File: src/rtl/jh_msg_padder.sv
// JH-512 message padder: packs a 64-bit word stream into 512-bit blocks,
// appends the 0x80 marker and 128-bit bit length, and sequences blocks into the core.
module jh_msg_padder #(
    parameter int LEN_W = 64
) (
    input  logic         clk,
    input  logic         rst_n,
    input  logic         in_valid,
    output logic         in_ready,
    input  logic [63:0]  in_data,
    input  logic         in_last,
    input  logic [3:0]   in_bytes,
    output logic         core_en,
    output logic         core_init,
    output logic [511:0] core_idata,
    input  logic         core_fin,
    output logic         busy,
    output logic         msg_done
);

    typedef enum logic [2:0] {FILL, ISSUE, WAIT, PAD, DONE} state_t;
    typedef enum logic [1:0] {PAD_NONE, PAD_LEN, PAD_LEN80, PAD_FINAL} pad_t;

    state_t           state, state_next;
    pad_t             next_pad, pad_next;
    logic [2:0]       k;
    logic [511:0]     block;
    logic [511:0]     fill_block;
    logic [511:0]     pad_block;
    logic [LEN_W-1:0] cnt;
    logic [LEN_W-1:0] cnt_next;
    logic             first;
    logic             accept;
    logic             full_last;
    logic [3:0]       nbytes;
    logic [63:0]      masked;
    logic [5:0]       mark_pos;
    logic [127:0]     len_bits;

    always_ff @(posedge clk) begin
        if (!rst_n) begin
            state    <= FILL;
            next_pad <= PAD_NONE;
        end else begin
            state    <= state_next;
            next_pad <= pad_next;
        end
    end

    always_comb begin
        state_next = state;
        pad_next   = next_pad;
        in_ready   = 1'b0;
        core_en    = 1'b0;
        core_init  = 1'b0;
        core_idata = '0;
        msg_done   = 1'b0;
        accept     = 1'b0;

        // Out-of-range byte counts saturate to a full word.
        nbytes    = (in_bytes > 4'd8) ? 4'd8 : in_bytes;
        masked    = in_data & ~(64'hFFFF_FFFF_FFFF_FFFF >> {nbytes, 3'b000});
        mark_pos  = {k, 3'b000} + {2'b00, nbytes};
        full_last = (k == 3'd7) && (nbytes == 4'd8);
        cnt_next  = cnt + (in_last ? LEN_W'(nbytes) : LEN_W'(8));

        fill_block = block;
        fill_block[{3'd7 - k, 6'd0} +: 64] = in_last ? masked : in_data;
        if (in_last && !full_last)
            fill_block = fill_block | (512'(8'h80) << {6'd63 - mark_pos, 3'b000});

        len_bits  = 128'(cnt) << 3;
        pad_block = '0;
        pad_block[127:0] = len_bits;
        if (cnt[5:0] == 6'd0)
            pad_block[511:504] = 8'h80;

        case (state)
            FILL: begin
                in_ready = 1'b1;
                if (in_valid) begin
                    accept = 1'b1;
                    if (in_last) begin
                        if (full_last) begin
                            state_next = ISSUE;
                            pad_next   = PAD_LEN80;
                        end else if (cnt_next[5:0] == 6'd0) begin
                            // Nothing left to send as data; the length block carries the marker.
                            state_next = PAD;
                        end else begin
                            state_next = ISSUE;
                            pad_next   = PAD_LEN;
                        end
                    end else if (k == 3'd7) begin
                        state_next = ISSUE;
                        pad_next   = PAD_NONE;
                    end
                end
            end
            ISSUE: begin
                core_en    = 1'b1;
                core_init  = first;
                core_idata = block;
                state_next = WAIT;
            end
            WAIT: begin
                if (core_fin) begin
                    case (next_pad)
                        PAD_NONE:  state_next = FILL;
                        PAD_FINAL: state_next = DONE;
                        default:   state_next = PAD;
                    endcase
                end
            end
            PAD: begin
                state_next = ISSUE;
                pad_next   = PAD_FINAL;
            end
            DONE: begin
                msg_done   = 1'b1;
                state_next = FILL;
            end
            default: state_next = FILL;
        endcase
    end

    always_ff @(posedge clk) begin
        if (!rst_n) begin
            k     <= '0;
            block <= '0;
            cnt   <= '0;
            first <= 1'b1;
            busy  <= 1'b0;
        end else begin
            case (state)
                FILL: begin
                    if (accept) begin
                        block <= fill_block;
                        k     <= k + 3'd1;
                        cnt   <= cnt_next;
                        busy  <= 1'b1;
                    end
                end
                ISSUE: first <= 1'b0;
                WAIT: begin
                    if (core_fin) begin
                        if (next_pad == PAD_NONE) begin
                            k     <= '0;
                            block <= '0;
                        end
                        if (next_pad == PAD_FINAL)
                            busy <= 1'b0;
                    end
                end
                PAD: block <= pad_block;
                DONE: begin
                    k     <= '0;
                    block <= '0;
                    cnt   <= '0;
                    first <= 1'b1;
                end
                default: ;
            endcase
        end
    end

endmodule

File: config.mk
export PLATFORM = sky130hd
export DESIGN_NAME = jh_msg_padder
export DESIGN_NICKNAME = d
export VERILOG_FILES = /design/src/rtl/jh_msg_padder.sv
export SDC_FILE = /design/constraint.sdc
export NUM_CORES = 1
export LEC_CHECK = 0
export CAP_MARGIN = 5
export CORE_ASPECT_RATIO = 1.1
export CORE_MARGIN = 2
export CORE_UTILIZATION = 30
export DETAILED_ROUTE_END_ITERATION = 10
export PLACE_DENSITY = 0.52
export SKIP_CTS_REPAIR_TIMING = 1
export SLEW_MARGIN = 10
export SYNTH_ARGS = -nofsm -noshare
export SYNTH_HDL_FRONTEND = slang
export SYNTH_SLANG_ARGS = --single-unit
File: constraint.sdc
create_clock -name clk -period 6.7 [get_ports clk]
set_clock_uncertainty 0.15 [all_clocks]
set_input_delay 1.005 -clock clk [delete_from_list [all_inputs] [get_ports clk]]
set_output_delay 1.005 -clock clk [all_outputs]
set_load 0.1 [all_outputs]
---- Word-level counts from Yosys, hierarchy flattened ----
Cells that the tools add are included.
word-level totals
  register bits after elaboration ......... 586
  input bits .............................. 73
  word-level logic and storage cells ...... 96
cells by class
  equality and inequality tests ........... 14
  $lt $le $gt $ge ......................... 1
  add/subtract/negate cells ............... 6
  reduce and logical (&&, ||, !) cells .... 19
  multiplexer cells ....................... 42
  bitwise operators ....................... 3
  shifts and indexed selects .............. 4
operator list
  kind                                                     number
  two-way mux 512 bit                                      5
  case mux 512 bit (4 select lines)                        1
  bitwise mux 512 bit                                      1
  OR 512 bit                                               1
  variable shift 64 x 11 -> 512 bit, first input constant  1
  variable part select 64 x 11 -> 512 bit                  1
  << shifter 8 x 9 -> 512 bit, first input constant        1
  two-way mux 64 bit                                       2
  case mux 64 bit (2 select lines)                         1
  adder 64 x 4 -> 64 bit                                   1
  AND 64 bit                                               1
  NOT 64 bit                                               1
  right shift 64 x 7 -> 64 bit, first input constant       1
  two-way mux 3 bit                                        7
  AND reduction 4 bit                                      4
  two-way mux 2 bit                                        7
  logical NOT 6 bit                                        2
  case mux 3 bit (4 select lines)                          1
  negator 9 -> 11 bit                                      1
  inequality test 2 bit, second input constant             5
  two-way mux 1 bit                                        9
  case mux 3 bit (3 select lines)                          1
  two-way mux 4 bit                                        2
  two-way mux 8 bit                                        1
  24 further kinds                                         31

---- Logic depth before layout (Yosys ltp) ----
Gate-level depths: netlist (run 1).
  depth in word-level cells ............... 12
  gate-level depth with buffers ........... 14

---- Worst setup path after synthesis (run 1) ----
OpenSTA, ideal clock, no wires.
  kind .................................... reg2out
  start ................................... reg state[0]
  end ..................................... out core_init
  required time ........................... 5.545 ns
  slack ................................... 2.038 ns
  arrival time ............................ 3.507 ns
  stages on the path, launching flop included .. 4
  cells stage by stage .................... dfxtp_1 > buf_2 > inv_1 > nor4_1
on the way
  cells in the longest elaborated chain, start to end .. 2
RTL lines
  item                          line  source
  from (decl)                   24    state_t state, state_next;
  from (signal assigned)        45    state <= state_next;
  equality test 3 x 1 -> 1 bit  78    case (state)
  two-way mux 1 bit             78
  to (decl)                     14    output logic core_init,
Every way passes these cells.

---- Worst setup path in the final report (run 1) ----
  start ................................... reg state[0]
  end ..................................... out core_idata[120]
on the way
  cells in the longest elaborated chain, start to end .. 2
RTL lines
  item                          line  source
  equality test 3 x 1 -> 1 bit  78
  two-way mux 512 bit           78
  to (decl)                     15    output logic [511:0] core_idata,
Every way passes these cells.

==> results.yml, run 1 <==
outcome:
  status: "finished, final reports clean"
place:
  numPortBuffers: 589
  gp_congestion: 0.911
  hpwl_um: 82800
  placed_area_um2: 33200
clock_network:
  cts_tree: "done"
  clkTransAtPathRegs_ns: 0.06
  h-tree-depth: 3
  cts.root.buffer_cell: "clkbuf_16"
  clock-sinks: 586
  clk_latency_ns: 0.62
  clockBufferDepth: 3
  cts_buffers: 70
floorplan:
  die_area_um2: 91000
  fp.coreArea_um2: 87900
  initial_core_util_pct: 30.2
  dieWidth_um: 288
  rows: 114
  chipHeight_um: 316
  io_pins: 590
power:
  total_power_mw: 8.75
  vdd_drop_max_uv: 195
  p_leak_nw: 12.1
  p_per_area_nw_per_um2: 246
sta:
  slew_viol_final: 0
  hold_viol_final: 0
  grt_setup_unrepaired: "no"
  fin_crit_sh_pct: 79.8
  fin_tns_setup_ns: 0
  period_needed_ns: 5.35
  finalSetupViolCount: 0
  max_freq_mhz: 187
  relSlewSlack_pct: 19.4
  worstMarginPinSlew_ns: 1.21
drt:
  drt_iter0_drc: 1946
  antenna_left: 0
  vias_per_cell: 5.17
  drc: 0
  routedWlPerCell_um: 24.2
  drt_wl_total_um: 120000
  vias: 25700
  drtPass1Iterations: 5
setup_path:
  rr_worst_depth: 8
  cp-end-kind: "output pin"
  timing.rr.start: "k[0]"
  cp-start-kind: "register"
  path_cells: "inv_1 -> nor3_4 -> buf_4 -> and2_1 -> clkdlybuf4s50_1"
  crit_path_max_incr_delay_ns: 1.16
  cp.arrival_ns: 4.19
  required_ns: 5.54
  cp-endpoint: "core_idata[120]"
  worstSetupPathType: "reg2out"
  cp_max_fo: 100
  slowest_stage: "clkdlybuf4s50_1"
  r2r_slack_ns: 2.66
  reg2reg_to: "block[258]"
  worstSetupStartpoint: "state[0]"
hold_path:
  hold_class: "reg2reg"
grt:
  grt_max_degree: 129
  antenna_found_initial: 9
  gr-total-overflow: 0
  grt_pass1_wl_um: 170000
  grt_usage_pct: 25.3
  grt_pass1_vias: 24000
yosys:
  synth_edf_count: 0
  synth.distinct_cells: 74
  synthTopCellsByArea: "dfxtp_1 44%, and2_1 13%, nand2_1 7.9%"
  synth_seq_cells: 586
  yosys_warnings: 0
  synth_most_common_cell: "dfxtp_1"
  ys_async_sr_fraction_pct: 0
  syn_inst: 3357
  yosysTopAreaCellShare_pct: 44.1
  synth_top_cell_by_area: "dfxtp_1"
  synth_common_cells: "586 x dfxtp_1, 567 x and2_1, 562 x nand2_1"
  avgSynthCellArea_um2: 7.92
  ys.flop_type: "dfxtp_1"
  ys_seq_area_share_pct: 44.1
  syn_area_um2: 26600
  syn_nets: 3441
layout:
  layout-drive-gt1-share_pct: 5.56
  fin_area_um2: 35600
  nets: 3825
  utilization_pct: 40.5
  syn2layout_area_growth_pct: 33.8
  fill_cells: 9099
job:
  drv_cap: 0
==> kinds of logic (layout without fill, tap and decap cells) <==
kind of cell	count (synthesis)	count (layout)	share of synthesized area, %
AO/OA/AOI/OAI	736	736	18.0
XOR/XNOR	19	19	0.626
adder cells (fa/ha/maj)	11	11	0.546
buffers and inverters	350	790	5.33
flip-flops	586	586	44.1
other	0	5	0
AND/OR/NAND/NOR	1655	1655	31.4
==> stage by stage <==
stage	hold slack (ns)	instances	setup WS, ns
floorplan	0.277	3357	2.04
global placement	0.287	4829	1.81
detailed placement	0.292	4829	1.71
CTS	0.300	4957	1.34
global route	0.313	4959	1.13
finish	0.298	4962	1.35
==> per-layer routing <==
metal	part of all wire, %	wire, um	track usage, %	vias to the layer above
met1	42	50200	31.7	12400
li1	-	-	-	12200
met4	4.3	5170	11.1	2
met2	47	56500	41.8	852
met3	6.7	8000	5.44	172
met5	0.011	13	0	-
==> flip-flops by register name (all words and copies together) (netlist names), named ones only <==
register,cells
block,456
next_pad,2
state,3
busy,1
k,3
cnt,64
first,1
==> where the power goes <==
group | total [mW] | internal [mW] | switching, mW
Clock | 3.96 | 2.34 | 1.63
Sequential | 3.65 | 3.58 | 0.0702
Combinational | 1.13 | 0.266 | 0.864
Total | 8.75 | 6.18 | 2.56
==> critical path: cells and delay by family, from the launching register on <==
kind                   cells  cell delay [ns]
AND/OR/NAND/NOR            2             0.70
flip-flops                 1             0.63
buffers and inverters      3             2.15
==> cells in the final DEF, fill, tap and decap left out, drive strengths merged, types with 5 or more instances in the layout <==
master	synthesis	routed
a21boi	8	8
a21o	7	7
a21oi	316	316
a221oi	59	59
a22o	33	33
a22oi	149	149
a31oi	7	7
a32o	13	13
a32oi	5	5
and2	569	569
and3	10	10
and4	8	8
buf	70	53
bufinv	0	6
clkbuf	256	97
clkdlybuf4s50	0	585
clkinv	0	19
dfxtp	586	586
diode	0	5
ha	10	10
inv	24	26
nand2	562	562
nand3	44	44
nand4	18	18
nor2	257	257
nor2b	11	11
nor3	75	75
nor4	17	17
o21ai	37	37
o22ai	40	40
o31ai	36	36
o32ai	5	5
or2	7	7
or3	20	20
or4	36	36
xnor2	17	17
==> final cells by class <==
cell class / count / area, um^2 / area share [%]
Clock inverter: 31 / 390 / 1.10
Antenna cell: 5 / 12.5 / 0.0352
Sequential cell: 586 / 11700 / 33.0
Tap cell: 1160 / 1450 / 4.08
Timing Repair Buffer: 638 / 6320 / 17.8
Multi-Input combinational cell: 2421 / 13600 / 38.2
Clock buffer: 97 / 1990 / 5.60
Inverter: 24 / 97.6 / 0.274
==> worst min path at each step <==
stage | start | endpoint | depth (start not counted)
after floorplan | block[31] | block[31] | 2
after global placement | block[371] | block[371] | 2
after detailed placement | block[387] | block[387] | 2
after CTS | block[377] | block[377] | 2
after global routing | block[205] | block[205] | 2
final | block[234] | block[234] | 2
Power figures use the tool's default switching activity.
==> inputs of run 2 (changes only) <==
- clock period: 6.7 -> 5.21 ns (I/O delays scaled with it)
==> run 2 against run 1 <==
  * The flow now finishes with violations (slew limit)
  * Count of clock-buffer cells in the layout grew 4
  * Worst setup slack lost 0.54 ns
  * Register-to-register slack lost 1.3 ns
  * Cell area shrank 3.3%
  * Sequential cell count is the same
  * Final cell count grew 0.16%
  * Combinational power grew 29%
  * Wire length shrank 0.48%
  * Die area is the same
  * Power grew 29%
  * Global-route usage shrank 0.14 points
  * Largest power group unchanged
  * Highest routed layer is now met4
==> results.yml, run 2 (synthesis gave the netlist of run 1 again) <==
outcome:
  status: "finished, violations left"
  violations: "slew limit"
sta:
  fin_crit_sh_pct: 84.4
  worstMarginPinSlew_ns: 1.57
  relSlewSlack_pct: -4.54
  grt_setup_unrepaired: "no"
  finalSetupViolCount: 0
  fin_tns_setup_ns: 0
  period_needed_ns: 4.39
  slew_viol_final: 88
  hold_viol_final: 0
  hold_slack_ns: 0.298
  max_freq_mhz: 228
clock_network:
  h-tree-depth: 3
  cts_tree: "done"
  clock-sinks: 586
  clkTransAtPathRegs_ns: 0.06
  cts_buffers: 71
  clockBufferDepth: 3
  cts.root.buffer_cell: "clkbuf_16"
  clk_latency_ns: 0.62
grt:
  grt_max_degree: 225
  met3_usage_pct: 6.10
  grt_pass1_vias: 24100
  gr-total-overflow: 0
  grt_pass1_wl_um: 170000
  use_met1_pct: 30.9
  met2_usage_pct: 42.4
  grt_usage_pct: 25.1
  grt-busiest-layer: "met2"
  antenna_found_initial: 3
power:
  p_per_area_nw_per_um2: 327
  p_leak_nw: 13.2
  vdd_drop_max_uv: 180
  total_power_mw: 11.2
layout:
  syn2layout_area_growth_pct: 29.4
  largest_reg_flops: 456
  largest-register: "block"
  fin_area_um2: 34400
  final_common_cell: "dfxtp_1"
  layout-drive-gt1-share_pct: 19.1
  final_cell_mix: "586 x dfxtp_1, 567 x and2_1, 567 x buf_4, 560 x nand2_1, 315 x a21oi_1"
  nets: 3838
  stdcell_count: 4970
  largestRegisters: "block: 456 flops, cnt: 64 flops"
place:
  dpl.cell_count: 4841
  hpwl_um: 81700
  placed_area_um2: 32000
  numPortBuffers: 589
  gp_congestion: 0.900
drt:
  drtPass1Iterations: 6
  drt_iter0_drc: 2033
  drt_wl_total_um: 119000
  drc: 0
  antenna_left: 0
  vias_per_cell: 5.15
  vias: 25600
  routedWlPerCell_um: 24.0
floorplan:
  chipHeight_um: 316
  fp.coreArea_um2: 87900
  die_area_um2: 91000
  initial_core_util_pct: 30.2
  dieWidth_um: 288
  io_pins: 590
  rows: 114
hold_path:
  hold_class: "reg2reg"
setup_path:
  cp-start-kind: "register"
  cp.arrival_ns: 3.46
  required_ns: 4.28
  cp_max_fo: 119
  cp-end-kind: "output pin"
  worstSetupPathType: "reg2out"
job:
  drv_cap: 0
run 2: through the flow:
stage	setup slack [ns]	util (%)
6_report	0.815	39.1
2_1_floorplan	0.772	-
4_1_cts	0.853	39.1
3_5_place_dp	0.579	36.4
5_1_grt	0.662	39.1
3_3_place_gp	0.641	36.4
run 2: report_power, final:
group | switching, mW | internal, mW | total, mW | leakage (nW)
clock network | 2.10 | 3.01 | 5.11 | 1.16
logic | 1.12 | 0.339 | 1.46 | 7.35
registers | 0.0751 | 4.61 | 4.68 | 4.73
total | 3.29 | 7.95 | 11.2 | 13.2
run 2: worst paths after layout:
check                                start              end  slack, ns  cells past startpoint
worst max-delay path              state[0]  core_idata[190]       0.82                      6
worst min-delay path            block[155]       block[155]       0.30                      2
worst max register to register        k[0]       block[266]       1.32                      8
worst min register to register  block[155]       block[155]       0.30                      2
run 2: worst max-delay path: stages, from the launching register on:
cell     delay [ns]
dfxtp_1        0.63
inv_1          0.30
nor3_4         0.28
buf_12         0.33
buf_4          0.54
and2_1         0.27
buf_4          0.31
run 2: metal layers:
layer	wire length (um)	vias to the layer above
li1	-	12200
met1	48500	12300
met2	57100	895
met3	8980	165
met4	4660	0
met5	0	-
run 2: cell type report:
type | instances | area (um^2)
inverters | 24 | 97.6
clock inverters | 27 | 339
repair buffers | 650 | 5160
clock buffers | 101 | 2050
flip-flops and latches | 586 | 11700
multi-input cells | 2421 | 13600
well taps | 1160 | 1450
diodes | 1 | 2.50
fillers | 9218 | 53500
